<file path="src/rtl/alu_sequencer_pkg.sv">
// Shared opcode constants, instruction layout and sequencer state encoding.
package alu_sequencer_pkg;

    localparam int unsigned DATA_W = 32;
    localparam int unsigned WIDE_W = 64;
    localparam int unsigned OP_W   = 5;
    localparam int unsigned REG_W  = 4;
    localparam int unsigned RSVD_W = 15;

    // Opcodes understood by the ALU; anything else is rejected at issue.
    localparam logic [OP_W-1:0] OP_ADD  = 5'b00011;
    localparam logic [OP_W-1:0] OP_SUB  = 5'b00100;
    localparam logic [OP_W-1:0] OP_AND  = 5'b00101;
    localparam logic [OP_W-1:0] OP_OR   = 5'b00110;
    localparam logic [OP_W-1:0] OP_SHR  = 5'b00111;
    localparam logic [OP_W-1:0] OP_SHRA = 5'b01000;
    localparam logic [OP_W-1:0] OP_SHL  = 5'b01001;
    localparam logic [OP_W-1:0] OP_ROR  = 5'b01010;
    localparam logic [OP_W-1:0] OP_ROL  = 5'b01011;
    localparam logic [OP_W-1:0] OP_MUL  = 5'b01111;
    localparam logic [OP_W-1:0] OP_DIV  = 5'b10000;
    localparam logic [OP_W-1:0] OP_NEG  = 5'b10001;
    localparam logic [OP_W-1:0] OP_NOT  = 5'b10010;

    // Instruction word: opcode[31:27], ra[26:23], rb[22:19], rc[18:15], unused[14:0].
    typedef struct packed {
        logic [OP_W-1:0]   opcode;
        logic [REG_W-1:0]  ra;
        logic [REG_W-1:0]  rb;
        logic [REG_W-1:0]  rc;
        logic [RSVD_W-1:0] rsvd;
    } instr_t;

    typedef enum logic [2:0] {
        ST_IDLE   = 3'd0,
        ST_READ_Y = 3'd1,
        ST_READ_B = 3'd2,
        ST_EXEC   = 3'd3,
        ST_WRITE  = 3'd4
    } state_t;

endpackage

</file>
<file path="src/rtl/alu_sequencer_op_decode.sv">
// Opcode classifier: legality, single-operand ops, and ops writing HI/LO.
module alu_op_decode
    import alu_sequencer_pkg::*;
(
    input  logic [OP_W-1:0] opcode,
    output logic            legal,
    output logic            is_unary,
    output logic            is_hilo
);

    // Pure decode of the opcode constants.
    always_comb begin
        legal    = 1'b0;
        is_unary = 1'b0;
        is_hilo  = 1'b0;
        case (opcode)
            OP_ADD, OP_SUB, OP_AND, OP_OR, OP_SHR, OP_SHRA,
            OP_SHL, OP_ROR, OP_ROL: begin
                legal = 1'b1;
            end
            OP_MUL, OP_DIV: begin
                legal   = 1'b1;
                is_hilo = 1'b1;
            end
            OP_NEG, OP_NOT: begin
                legal    = 1'b1;
                is_unary = 1'b1;
            end
            default: ;
        endcase
    end

endmodule

</file>
<file path="src/rtl/alu_sequencer.sv">
// Multi-cycle sequencer: fetch operands from the register file, run the
// external ALU, then write the result back to the RF or to HI/LO.
module alu_sequencer
    import alu_sequencer_pkg::*;
(
    input  logic                  clock,
    input  logic                  clear,
    input  logic                  start,
    input  logic [DATA_W-1:0]     instr,
    output logic                  ready,
    output logic [REG_W-1:0]      rf_rsel,
    input  logic [DATA_W-1:0]     rf_rdata,
    output logic [DATA_W-1:0]     alu_y,
    output logic [DATA_W-1:0]     alu_b,
    output logic [OP_W-1:0]       alu_op,
    input  logic [WIDE_W-1:0]     alu_c,
    output logic                  rf_we,
    output logic [REG_W-1:0]      rf_wsel,
    output logic [DATA_W-1:0]     rf_wdata,
    output logic                  hi_we,
    output logic                  lo_we,
    output logic [DATA_W-1:0]     hi_wdata,
    output logic [DATA_W-1:0]     lo_wdata,
    output logic                  done,
    output logic                  illegal
);

    state_t              state_q, state_d;
    instr_t              instr_s, ir_q;
    logic [DATA_W-1:0]   y_q, b_q;
    logic [WIDE_W-1:0]   z_q;
    logic                illegal_q;

    logic                in_legal, in_unary;
    logic                ir_unary, ir_hilo;
    logic                unused_in_hilo, unused_ir_legal;
    logic [2*RSVD_W-1:0] unused_rsvd;

    assign instr_s     = instr_t'(instr);
    assign unused_rsvd = {ir_q.rsvd, instr_s.rsvd};

    // Classifies the offered instruction for acceptance.
    alu_op_decode u_dec_in (
        .opcode   (instr_s.opcode),
        .legal    (in_legal),
        .is_unary (in_unary),
        .is_hilo  (unused_in_hilo)
    );

    // Classifies the latched instruction for operand routing and write-back.
    alu_op_decode u_dec_ir (
        .opcode   (ir_q.opcode),
        .legal    (unused_ir_legal),
        .is_unary (ir_unary),
        .is_hilo  (ir_hilo)
    );

    // State register.
    always_ff @(posedge clock) begin
        if (clear) begin
            state_q <= ST_IDLE;
        end else begin
            state_q <= state_d;
        end
    end

    // Next state and Moore outputs from state plus latched instruction.
    always_comb begin
        state_d = state_q;
        ready   = 1'b0;
        rf_rsel = ir_q.rb;
        alu_op  = ir_q.opcode;
        rf_we   = 1'b0;
        hi_we   = 1'b0;
        lo_we   = 1'b0;
        done    = 1'b0;
        case (state_q)
            ST_IDLE: begin
                ready  = 1'b1;
                alu_op = '0;
                if (start && in_legal) begin
                    state_d = in_unary ? ST_READ_B : ST_READ_Y;
                end
            end
            ST_READ_Y: begin
                state_d = ST_READ_B;
            end
            ST_READ_B: begin
                if (!ir_unary) begin
                    rf_rsel = ir_q.rc;
                end
                state_d = ST_EXEC;
            end
            ST_EXEC: begin
                state_d = ST_WRITE;
            end
            ST_WRITE: begin
                done = 1'b1;
                if (ir_hilo) begin
                    hi_we = 1'b1;
                    lo_we = 1'b1;
                end else begin
                    rf_we = 1'b1;
                end
                state_d = ST_IDLE;
            end
            default: begin
                state_d = ST_IDLE;
            end
        endcase
    end

    // Instruction, operand and result registers plus the illegal-opcode flag.
    always_ff @(posedge clock) begin
        if (clear) begin
            ir_q      <= '0;
            y_q       <= '0;
            b_q       <= '0;
            z_q       <= '0;
            illegal_q <= 1'b0;
        end else begin
            illegal_q <= (state_q == ST_IDLE) && start && !in_legal;
            case (state_q)
                ST_IDLE: begin
                    if (start && in_legal) begin
                        ir_q <= instr_s;
                    end
                end
                ST_READ_Y: begin
                    y_q <= rf_rdata;
                end
                ST_READ_B: begin
                    b_q <= rf_rdata;
                    if (ir_unary) begin
                        y_q <= '0;
                    end
                end
                ST_EXEC: begin
                    z_q <= alu_c;
                end
                default: ;
            endcase
        end
    end

    assign alu_y    = y_q;
    assign alu_b    = b_q;
    assign rf_wsel  = ir_q.ra;
    assign rf_wdata = z_q[DATA_W-1:0];
    assign lo_wdata = z_q[DATA_W-1:0];
    assign hi_wdata = z_q[WIDE_W-1:DATA_W];
    assign illegal  = illegal_q;

endmodule
</file>
<file path="config.mk">
export PLATFORM = sky130hd
export DESIGN_NAME = alu_sequencer
export DESIGN_NICKNAME = d
export VERILOG_FILES = /design/src/rtl/alu_sequencer_pkg.sv /design/src/rtl/alu_sequencer_op_decode.sv /design/src/rtl/alu_sequencer.sv
export SDC_FILE = /design/constraint.sdc
export NUM_CORES = 1
export LEC_CHECK = 0
export BUFFER_PORTS_ARGS = -buffer_cell sky130_fd_sc_hd__clkbuf_2
export CORE_ASPECT_RATIO = 1.5
export CORE_UTILIZATION = 30
export CTS_CLUSTER_DIAMETER = 150
export DETAILED_ROUTE_END_ITERATION = 16
export GPL_ROUTABILITY_DRIVEN = 1
export PLACE_DENSITY = 0.68
export SLEW_MARGIN = 30
export SYNTH_ARGS = -nofsm -noshare
export SYNTH_HDL_FRONTEND = slang
export SYNTH_SLANG_ARGS = --single-unit
export TNS_END_PERCENT = 10
</file>
<file path="constraint.sdc">
create_clock -name clock -period 2.6 [get_ports clock]
set_clock_uncertainty 0.1 [all_clocks]
set_input_delay 0.52 -clock clock [delete_from_list [all_inputs] [get_ports clock]]
set_output_delay 0.52 -clock clock [all_outputs]
set_load 0.05 [all_outputs]
</file>
### Word-level counts from Yosys, hierarchy flattened

Index checks and enable logic that the tools add are counted.

* add/subtract/negate cells: 0
* multipliers: 0
* divide/modulo/power cells: 0
* order comparisons: 0
* equal/unequal tests: 23
* shift operators: 0
* muxes and demuxes: 18
* bitwise gates (word level): 0
* reduce and logical (&&, ||, !) cells: 12

Operator list (number)
* case mux 32 bit (2 select lines): 1
* two-way mux 32 bit: 1
* == test 5 x 4 -> 1 bit (second input constant): 6
* == test 5 bit (second input constant): 6
* == test 5 x 3 -> 1 bit (second input constant): 4
* OR reduction 13 bit: 1
* case mux 3 bit (4 select lines): 1
* two-way mux 1 bit: 10
* two-way mux 4 bit: 2
* == test 3 x 2 -> 1 bit (second input constant): 2
* OR reduction 2 bit: 3
* == test 5 x 2 -> 1 bit (second input constant): 1
* two-way mux 5 bit: 1
* AND reduction 2 bit: 2
* == test 3 x 1 -> 1 bit (second input constant): 1
* == test 3 bit (second input constant): 1
* logical AND 1 bit: 3
* zero test 3 bit: 1
* two-way mux 3 bit: 1
* two-way mux 2 bit: 1
* inequality test 2 x 1 -> 1 bit (second input constant): 1
* inequality test 2 bit (second input constant): 1
* nonzero test 2 bit: 1
* zero test 1 bit: 1

* flip-flop bits (word level): 149
* bits in latches: 0
* RAM bits: 0
* ROM bits: 0
* bits of input ports: 131
* output and inout port bits: 179
* logic and storage cells: 62
* memories: 0

### Longest topological paths before layout

Gate-level depths: netlist of run 1.

* depth in word-level cells: 6
* depth in mapped cells: 7
* depth with buffers taken out: 4

### Hierarchy

Synthesis of run 1 repeated with hierarchy kept, for this count alone.

* cell total of the unflattened synthesis: 659
* area, all modules: 5829.3 um2

Modules (own cells, without submodules)
* alu_sequencer: instances 1, cells each 635, area each 5689.2 um2, seq. area each 2982.9 um2
* alu_op_decode: instances 2, cells each 12, area each 70.1 um2, seq. area each 0.0 um2

### Worst setup path after synthesis of run 1

Ideal clock, no wire load.

* path kind: register -> output
* from: register ir_q[31] (netlist bit)
* to: output lo_we
* arrival: 2.743 ns
* data required time: 1.980 ns
* slack: -0.763 ns
* stages on the path, launching flop included: 5
* path buffers: 1
* path through: dfxtp_1 > or3b_2 > or3_1 > a21boi_0 > buf_4

* cells in the longest elaborated chain, start to end: 5
* elaborated cells on any way between the ends: 6
* those cells by class: eq/ne: 2; mux: 3; reduce/logical: 1

Ends and longest elaborated chain
* start: declaration: line alu_sequencer.sv:29 `instr_t instr_s, ir_q;`
* start signal: assignment: line alu_sequencer.sv:126 `ir_q <= instr_s;`
* == test 5 x 4 -> 1 bit or == test 5 bit (tied branches)
* OR reduction 2 bit (*): line alu_sequencer_op_decode.sv:16 `case (opcode)`
* two-way mux 1 bit (*): line alu_sequencer_op_decode.sv:16
* two-way mux 1 bit (*) (2 in series)
* end: declaration: line alu_sequencer.sv:21 `output logic lo_we,`

Mark *: on every way between the ends. The rest lies on a longest branch, timed or not.

### Worst setup path after layout of run 1

* from: register ir_q[31] (netlist bit)
* to: output lo_we

* cells in the longest elaborated chain, start to end: 5
* elaborated cells on any way between the ends: 6
* those cells by class: eq/ne: 2; mux: 3; reduce/logical: 1

Ends and longest elaborated chain
* == test 5 x 4 -> 1 bit or == test 5 bit (tied branches)
* OR reduction 2 bit (*): line alu_sequencer_op_decode.sv:16
* two-way mux 1 bit (*): line alu_sequencer_op_decode.sv:16
* two-way mux 1 bit (*): line alu_sequencer.sv:99 `if (ir_hilo) begin`
* two-way mux 1 bit (*): line alu_sequencer.sv:77 `case (state_q)`

Marks and branches as above.

==> impl_metrics.py, run 1 <==
metrics = {
    "outcome": {
        "status": "finished, final reports clean",
    },
    "setup_path": {
        "cp.required_ps": 1980,
        "cp-start-kind": "register",
        "r2r_slack_ps": 570,
        "cp_max_fo": 4,
        "crit_arrival_ps": 1930,
        "cpMaxStageDelayCell": "or3b_4",
        "crit_type": "reg -> out",
        "crit_path_max_incr_delay_ps": 410,
        "path_cells": "or3b_4, or3_4, a21boi_4, clkbuf_8",
        "endpoint_kind": "primary output",
    },
    "final_layout": {
        "layoutNonFillerInstCount": 1235,
        "n_antenna_cell": 0,
        "fillCellCount": 2026,
        "synthToLayoutAreaGrowth_pct": 33.8,
        "finalNetCount": 1094,
        "fin_area_mm2": 0.00820,
        "drive_above_1_share_pct": 38.6,
    },
    "sta": {
        "post-route-period-util_pct": 98.2,
        "max_freq_mhz": 392,
        "worstMarginPinSlew_ps": 793,
        "setup_violations": 0,
        "slew_violations": 0,
        "maxSlewHeadroom_pct": 47.1,
        "period_needed_ps": 2550,
        "rsz0062_at_grt": "yes",
        "hold_viol": 0,
        "whs_ps": 211,
    },
    "global_routing": {
        "grt_max_degree": 86,
        "grt_usage_pct": 16.5,
        "grt_pass1_vias": 5462,
        "grt_pass1_wl_mm": 27.3,
        "antenna_found_initial": 0,
        "grt-ovfl-total": 0,
    },
    "synthesis": {
        "synth_cell_type_count": 39,
        "synth_cells": 729,
        "synth_area_per_cell_um2": 8.41,
        "yosysTopAreaCell": "dfxtp_1",
        "synth_edf_count": 0,
        "yosysWarnings": 0,
        "synth.top_cell.area_share_pct": 48.7,
        "synthArstFlopShare_pct": 0,
        "ys_seq_area_share_pct": 48.7,
        "syn_nets": 860,
        "synth_area_mm2": 0.00613,
        "netlist_top_cells_area": "dfxtp_1 49%, nand2_1 14%, a21oi_1 7.9%, a2bb2oi_2 4.9%, buf_4 4.7%",
        "synth_ff_type": "dfxtp_1",
        "ys_ff_latch": 149,
    },
    "clock_tree": {
        "cts_max_level": 4,
        "path_clk_slew_ps": 60,
        "cts_root_buffer": "clkbuf_16",
        "cts_buffers": 17,
        "cts_tree": "yes",
        "clock_sinks": 149,
        "post_cts_buffers": 0,
        "clockBufferDepth": 2,
        "clk_latency_ps": 420,
        "hold_buffers": 0,
    },
    "power_and_ir_drop": {
        "p_leak_nw": 3.62,
        "pwr_density_cell_mw_per_mm2": 703,
        "peakVddDrop_mv": 0.528,
    },
    "routing": {
        "ant_nets": 0,
        "routed_wl_mm": 17.3,
        "vias": 5581,
        "vias_per_cell": 4.52,
        "remaining_drc_errors": 0,
        "post_drt_wl_per_cell_um": 14.0,
        "drt-initial-drc-count": 176,
        "firstDrtPassIters": 4,
    },
    "floorplan": {
        "core_mm2": 0.0199,
        "die_w_um": 119,
        "die-area_mm2": 0.0210,
        "row_count": 63,
        "pin_count": 310,
        "start_util_pct": 30.9,
        "die_h_um": 177,
    },
    "placed_design": {
        "dp_cells": 1204,
        "place_congestion": 0.752,
        "portBuffers": 294,
        "place_area_mm2": 0.00756,
        "dp_hpwl_mm": 11.9,
    },
    "hold_path": {
        "hold_path_class": "in -> reg",
    },
    "run": {
        "max_cap_violations": 0,
    },
}
-- cells in the mapped netlist (all sizes together), types with 3 or more instances --
cell type	count
nor2b	7
a21oi	97
mux2i	18
clkbuf	38
a21boi	3
dfxtp	149
buf	53
nand2b	34
mux2	5
nor2	37
nand2	226
nor3	4
a2bb2oi	32
or3b	3
-- through the flow --
step | TNS, ps | worst slack, ps | total power [W] | util, %
floorplan | 0 | 124 | 0.00314 | -
global placement | 0 | 234 | 0.00339 | 38.1
detailed placement | 0 | 223 | 0.00340 | 38.1
CTS | 0 | 0.276 | 0.00585 | 41.3
global route | -78.0 | -18.9 | 0.00602 | 41.3
finish | 0 | 46.1 | 0.00577 | 41.3
-- final timing paths --
path,cells past startpoint,startpoint,endpoint
max,4,ir_q[31],lo_we
min,3,alu_c[46],z_q[46]
max reg2reg,6,state_q[1],alu_y[16]
min reg2reg,2,z_q[57],z_q[57]
-- cells by family after synthesis --
family / synth area share [%]
multiplexers: 3.86
AND/OR/NAND/NOR: 22.7
buffers and inverters: 8.84
AO/OA/AOI/OAI: 15.7
XOR/XNOR: 0.286
flip-flops: 48.7
-- layer usage --
layer  wire length (um)  global-route usage, %  part of all wire, %  vias up
met4                372                   6.70                  2.2        0
li1                   -                      -                    -     2814
met1               6680                   16.7                   39     2560
met3                951                   4.70                  5.5       20
met2               9280                   31.3                   54      187
met5                  0                      0                    0        -
-- flip-flops by register name, indices dropped and copies added, names as in the netlist --
register / flops
ir_q: 13
alu_b: 32
z_q: 64
illegal: 1
rf_wsel: 4
alu_y: 32
state_q: 3
-- layout make-up --
cell class                      instances  area, um2  area share (%)
Inverter                                2       7.51          0.0915
Clock inverter                         12        131            1.60
Clock buffer                           19        443            5.40
Multi-Input combinational cell        487       2660            32.5
Timing Repair Buffer                  306       1650            20.1
Sequential cell                       149       2980            36.4
Tap cell                              260        325            3.97
-- critical path: cells and delay by family (launching register included) --
kind | cells | cell delay (ps)
compound gates | 1 | 190
buf+inv | 1 | 200
flops | 1 | 350
simple gates | 2 | 770
-- power by group --
part	total [W]	internal (W)	switching, W
clock	0.00241	0.00143	0.000979
sequential	0.00243	0.00238	0.0000522
combinational	0.000929	0.000276	0.000653
total	0.00577	0.00409	0.00168
-- repair_timing --
action	4_1_cts	5_1_grt
endpoints found under the hold margin	0	0
pin swaps	0	1
resized for setup	16	3
setup endpoints to repair	7	7
-- placed cells by master, fill, tap and decap left out, types with 2 or more instances in the layout --
cell | Yosys | routed
buf_4 | 38 | 10
or3b_4 | 0 | 2
nor2_1 | 37 | 35
clkbuf_16 | 0 | 17
clkbuf_8 | 0 | 4
mux2_2 | 5 | 5
a21oi_1 | 97 | 97
mux2i_1 | 18 | 18
buf_12 | 0 | 4
clkinv_2 | 0 | 3
a2bb2oi_2 | 20 | 20
and2_1 | 2 | 2
nand3b_1 | 2 | 2
clkbuf_4 | 0 | 3
clkinv_4 | 0 | 2
nand2_1 | 226 | 226
a21boi_0 | 3 | 2
clkinvlp_4 | 0 | 4
nand2b_1 | 34 | 34
nand3_1 | 2 | 2
nor3b_2 | 0 | 2
a2bb2oi_1 | 12 | 12
inv_1 | 2 | 2
clkbuf_2 | 0 | 286
dfxtp_1 | 149 | 148
nor3_1 | 2 | 2
bufinv_16 | 0 | 2
nor2b_1 | 7 | 7
Power figures use the tool's default switching activity.
==> run 2, diff against run 1 <==
--- a/config.mk
+++ b/config.mk
@@ -8,10 +8,12 @@
 export BUFFER_PORTS_ARGS = -buffer_cell sky130_fd_sc_hd__clkbuf_2
 export CORE_ASPECT_RATIO = 1.5
 export CORE_UTILIZATION = 30
+export CTS_BUF_LIST = sky130_fd_sc_hd__clkbuf_16
 export CTS_CLUSTER_DIAMETER = 150
 export DETAILED_ROUTE_END_ITERATION = 16
 export GPL_ROUTABILITY_DRIVEN = 1
 export PLACE_DENSITY = 0.68
+export RECOVER_POWER = 100
 export SLEW_MARGIN = 30
 export SYNTH_ARGS = -nofsm -noshare
 export SYNTH_HDL_FRONTEND = slang
==> run 2 against run 1 <==
Effect of this change: sequential share of layout area rose by 1.5 points; power fell by 1.4%; clock power fell by 2%; critical path depth did not move; critical endpoint unchanged; via count barely moved; largest cell class unchanged; maximum frequency rose by 0.11%; die area did not move; routed wire length rose by 1.1%; sequential power barely moved; highest routed layer unchanged; cell area fell by 4.0%; combinational power fell by 4.4%; largest power group unchanged.
==> impl_metrics.py, run 2 (synthesis gave the netlist of run 1 again) <==
metrics = {
    "outcome": {
        "status": "finished, final reports clean",
    },
    "power_and_ir_drop": {
        "p_int_w": 0.00402,
        "seq_power_share_pct": 42.7,
        "switchingPower_w": 0.00167,
        "finalPower_w": 0.00569,
        "peakVddDrop_mv": 0.546,
        "pwr-share-clk_pct": 41.7,
        "p_leak_nw": 3.03,
        "pwr_density_cell_mw_per_mm2": 723,
        "combPwrFrac_pct": 15.6,
        "swShare_pct": 29.4,
    },
    "floorplan": {
        "row_count": 63,
        "start_util_pct": 30.9,
        "core_mm2": 0.0199,
        "pin_count": 310,
        "die_h_um": 177,
        "die-area_mm2": 0.0210,
        "die_w_um": 119,
    },
    "final_layout": {
        "fin_util_pct": 39.6,
        "layout_common_cells": "226 x nand2_1, 167 x clkbuf_1, 148 x dfxtp_1",
        "synthToLayoutAreaGrowth_pct": 28.4,
        "drive_above_1_share_pct": 19.7,
        "n_antenna_cell": 0,
        "largest_reg_flops": 64,
        "mostFrequentLayoutCell": "nand2_1",
        "largest-register": "z_q",
        "finalNetCount": 1094,
    },
    "routing": {
        "ant_nets": 0,
        "drt-initial-drc-count": 174,
        "routed_wl_mm": 17.5,
        "firstDrtPassIters": 5,
        "remaining_drc_errors": 0,
        "vias_per_cell": 4.52,
        "post_drt_wl_per_cell_um": 14.1,
        "vias": 5586,
    },
    "sta": {
        "fin_ws_ps": 49.0,
        "period_needed_ps": 2550,
        "rsz0062_at_grt": "yes",
        "worstMarginPinSlew_ps": 1370,
        "setup_violations": 0,
        "max_freq_mhz": 392,
        "slew_violations": 0,
        "maxSlewHeadroom_pct": 8.40,
        "post-route-period-util_pct": 98.1,
        "hold_viol": 0,
    },
    "clock_tree": {
        "path_clk_slew_ps": 60,
        "clockBufferDepth": 2,
        "cts_max_level": 4,
        "cts_root_buffer": "clkbuf_16",
        "cts_buffers": 17,
        "clk_latency_ps": 410,
        "clock_sinks": 149,
        "cts_tree": "yes",
    },
    "setup_path": {
        "endpoint_kind": "primary output",
        "crit_arrival_ps": 1930,
        "cp-startpoint": "ir_q[31]",
        "cp-start-kind": "register",
        "regToRegStartpoint": "state_q[1]",
        "crit_type": "reg -> out",
        "cp.required_ps": 1980,
        "cp_max_fo": 4,
    },
    "global_routing": {
        "grt-ovfl-total": 0,
        "grt_usage_pct": 16.5,
        "grt_pass1_wl_mm": 27.3,
        "grt_pass1_vias": 5462,
        "antenna_found_initial": 0,
        "grt_max_degree": 86,
    },
    "hold_path": {
        "min_from": "alu_c[34]",
        "hold_path_class": "in -> reg",
    },
    "placed_design": {
        "dp_hpwl_mm": 11.9,
        "portBuffers": 294,
        "dpl_worst_slack_ps": 223,
        "place_congestion": 0.752,
    },
    "run": {
        "max_cap_violations": 0,
    },
}
[run 2: layout make-up]
type | instances | area [um2]
fill | 2178 | 12000
clock buffer | 17 | 425
multi-input combinational | 487 | 2560
inverter | 2 | 7.51
tap | 260 | 325
timing repair buffer | 306 | 1430
clock inverter | 14 | 139
sequential | 149 | 2980
[run 2: power groups by stage]
stage,Combinational [W],Clock [W],Sequential [W]
floorplan,0.000409,0,0.00273
CTS,0.000934,0.00245,0.00243
global route,0.000954,0.00255,0.00244
finish,0.000888,0.00237,0.00243
detailed placement,0.000925,0,0.00248
global placement,0.000920,0,0.00247
[run 2: repair_timing]
item,4_1_cts,5_1_grt
pin swaps,0,1
gates resized for setup,16,3
setup endpoints to repair,7,7
setup buffers,0,0
hold buffers,0,0
[run 2: worst max-delay path, cell delays in order, from the launching register on]
cell	delay (ps)
dfxtp_2	350
or3b_4	410
or3_4	360
a21boi_4	190
clkbuf_8	200
[run 2: metrics by stage]
stage / std cells / instance area (um2) / hold WS, ps / setup TNS (ps)
after global routing: 1235 / 7870 / 190 / -83.6
after global placement: 1204 / 7560 / 342 / 0
final: 1235 / 7870 / 212 / 0
after floorplan: 729 / 6140 / 345 / 0
after detailed placement: 1204 / 7560 / 346 / 0
after CTS: 1235 / 8180 / 190 / 0
[run 2: worst paths after layout]
| path | to | slack (ps) | cells after the start |
|---|---|---|---|
| worst min register to register | z_q[32] | 350 | 2 |
| worst max-delay path | lo_we | 50 | 4 |
| worst min-delay path | z_q[34] | 210 | 3 |
| worst max register to register | alu_y[9] | 270 | 6 |
[run 2: per-layer routing]
| layer | track usage [%] | up-vias | part of all wire (%) |
|---|---|---|---|
| met4 | 6.70 | 0 | 1.8 |
| met2 | 31.3 | 202 | 54 |
| met3 | 4.70 | 18 | 5.9 |
| met5 | 0 | - | 0 |
| met1 | 16.7 | 2553 | 39 |
| li1 | - | 2813 | - |
==> run 3, diff against run 2 <==
--- a/config.mk
+++ b/config.mk
@@ -12,7 +12,6 @@
 export CTS_CLUSTER_DIAMETER = 150
 export DETAILED_ROUTE_END_ITERATION = 16
 export GPL_ROUTABILITY_DRIVEN = 1
-export PLACE_DENSITY = 0.68
 export RECOVER_POWER = 100
 export SLEW_MARGIN = 30
 export SYNTH_ARGS = -nofsm -noshare
==> constraint.sdc (replaced) <==
create_clock -name clock -period 2.3 [get_ports clock]
set_clock_uncertainty 0.1 [all_clocks]
set_input_delay 0.46 -clock clock [delete_from_list [all_inputs] [get_ports clock]]
set_output_delay 0.46 -clock clock [all_outputs]
set_load 0.05 [all_outputs]
==> run 3 against run 2 <==
Effect of this change: the run now ends with negative setup slack left; global-route usage increased by 0.24 points; setup slack worse by 210 ps; sequential cell count unchanged; via count increased by 0.55%; register-to-register slack lost 200 ps; clock-buffer cell count unchanged; first-iteration DRC count up 18%; critical path depth is the same; power grew 16%; cell area is 1.1% higher; combinational power up 15%; critical path type unchanged; highest routed layer unchanged.
==> impl_metrics.py, run 3 (synthesis gave the netlist of run 1 again) <==
metrics = {
    "floorplan": {
        "die-area_mm2": 0.0210,
        "core_mm2": 0.0199,
        "pin_count": 310,
        "row_count": 63,
        "start_util_pct": 30.9,
        "die_w_um": 119,
        "die_h_um": 177,
    },
    "routing": {
        "highest_layer": "met4",
        "drt-initial-drc-count": 206,
        "remaining_drc_errors": 0,
        "routed_wl_mm": 17.8,
        "wl_met3_um": 986,
        "wl_met1_mm": 7.16,
        "vias": 5617,
        "firstDrtPassIters": 4,
        "vias_per_cell": 4.53,
        "wl_met2_mm": 9.19,
        "ant_nets": 0,
        "post_drt_wl_per_cell_um": 14.4,
    },
    "final_layout": {
        "drive_above_1_share_pct": 19.9,
        "layout_common_cells": "226 x nand2_1, 167 x clkbuf_1, 147 x dfxtp_1",
        "finalNetCount": 1099,
        "mostFrequentLayoutCell": "nand2_1",
        "synthToLayoutAreaGrowth_pct": 29.8,
        "largest_reg_flops": 64,
        "largest-register": "z_q",
    },
    "power_and_ir_drop": {
        "peakVddDrop_mv": 0.431,
        "p_leak_nw": 3.08,
        "pwr_density_cell_mw_per_mm2": 831,
    },
    "setup_path": {
        "cp.required_ps": 1740,
        "cp_max_fo": 4,
        "cp-start-kind": "register",
        "critPathTopFamily": "simple AND/OR/NAND/NOR gates",
        "endpoint_kind": "primary output",
        "crit_arrival_ps": 1900,
        "cpMaxStageDelayCell": "or3b_4",
        "worst-path-buf-inv": 1,
        "crit_path_max_incr_delay_ps": 410,
        "path_cells": "or3b_4, or3_4, a21boi_4, buf_8",
        "crit_type": "reg -> out",
    },
    "clock_tree": {
        "cts_root_buffer": "clkbuf_16",
        "cts_tree": "yes",
        "path_clk_slew_ps": 60,
        "cts_max_level": 4,
        "clk_latency_ps": 410,
        "clock_sinks": 149,
        "clockBufferDepth": 2,
        "cts_buffers": 17,
        "hold_buffers": 0,
    },
    "sta": {
        "fin_setup_tns_ps": -1170,
        "maxSlewHeadroom_pct": 46.8,
        "post-route-period-util_pct": 107,
        "max_freq_mhz": 406,
        "whs_ps": 158,
        "fin_ws_ps": -162,
        "hold_viol": 0,
        "rsz0062_at_grt": "yes",
        "setup_violations": 12,
        "period_needed_ps": 2460,
        "worstMarginPinSlew_ps": 798,
        "slew_violations": 0,
    },
    "global_routing": {
        "grt_max_degree": 75,
        "antenna_found_initial": 1,
        "grt-ovfl-total": 0,
        "grt_usage_pct": 16.7,
        "grt_pass1_vias": 5265,
        "grt_pass1_wl_mm": 27.3,
    },
    "hold_path": {
        "hold_path_class": "in -> reg",
    },
    "run": {
        "max_cap_violations": 0,
    },
    "outcome": {
        "status": "finished with violations",
        "failed_checks": "negative setup slack",
    },
    "placed_design": {
        "portBuffers": 294,
        "dp_hpwl_mm": 12.3,
        "place_congestion": 0.753,
    },
}
## run 3: cell count changes in the layout (fill, tap and decap cells not counted), moves of 2 or more
cell and delta:
buf_4 +5, buf_8 +3, clkbuf_4 -3, bufinv_16 +2, clkinv_1 +2, clkinv_4 -2, clkinvlp_4 -2
## run 3: metal layers
metal	GRT usage [%]	vias to the layer above
met5	0	-
met4	7.75	0
met3	4.70	25
met2	30.6	190
met1	17.5	2585
li1	-	2817
## run 3: worst paths after layout
check	start	to	slack, ps	cells after the start
max	ir_q[29]	hi_we	-160	4
min	alu_c[32]	z_q[32]	160	3
max reg2reg	state_q[2]	z_q[29]	70	6
min reg2reg	z_q[47]	z_q[47]	350	2
## run 3: worst min-delay path, stage by stage
cell and delay, ps:
clkbuf_2 80, nand2_1 40, a21oi_1 50
## run 3: final cells by class
cell class                 count  area (um2)
sequential                   149        2990
multi-input combinational    487        2560
clock buffer                  17         425
tap                          260         325
clock inverter                14         169
antenna                        1        2.50
fill                        2216       11900
timing repair buffer         311        1480
inverter                       2        7.51
## run 3: timing repair
action / in CTS / in global routing
resized for setup: 20 / 3
pin swaps: 2 / 1
setup buffers: 1 / 0
hold endpoints to repair: 0 / 0
endpoints found under the setup margin: 7 / 7
## run 3: stage by stage
stage                     setup WS, ps  cells  utilization, %  area [um2]  power, W
after floorplan                  -2.73    729               -        6150   0.00355
after global placement            10.7   1208            38.3        7600   0.00386
after detailed placement         -33.2   1208            38.3        7600   0.00387
after CTS                         -215   1240            41.7        8280   0.00676
after global routing              -247   1240            40.1        7960   0.00689
final                             -162   1241            40.1        7960   0.00661
## run 3: report_power, final
part / internal, W / switching (W)
clock: 0.00178 / 0.00106
combinational: 0.000288 / 0.000736
sequential: 0.00269 / 0.0000577
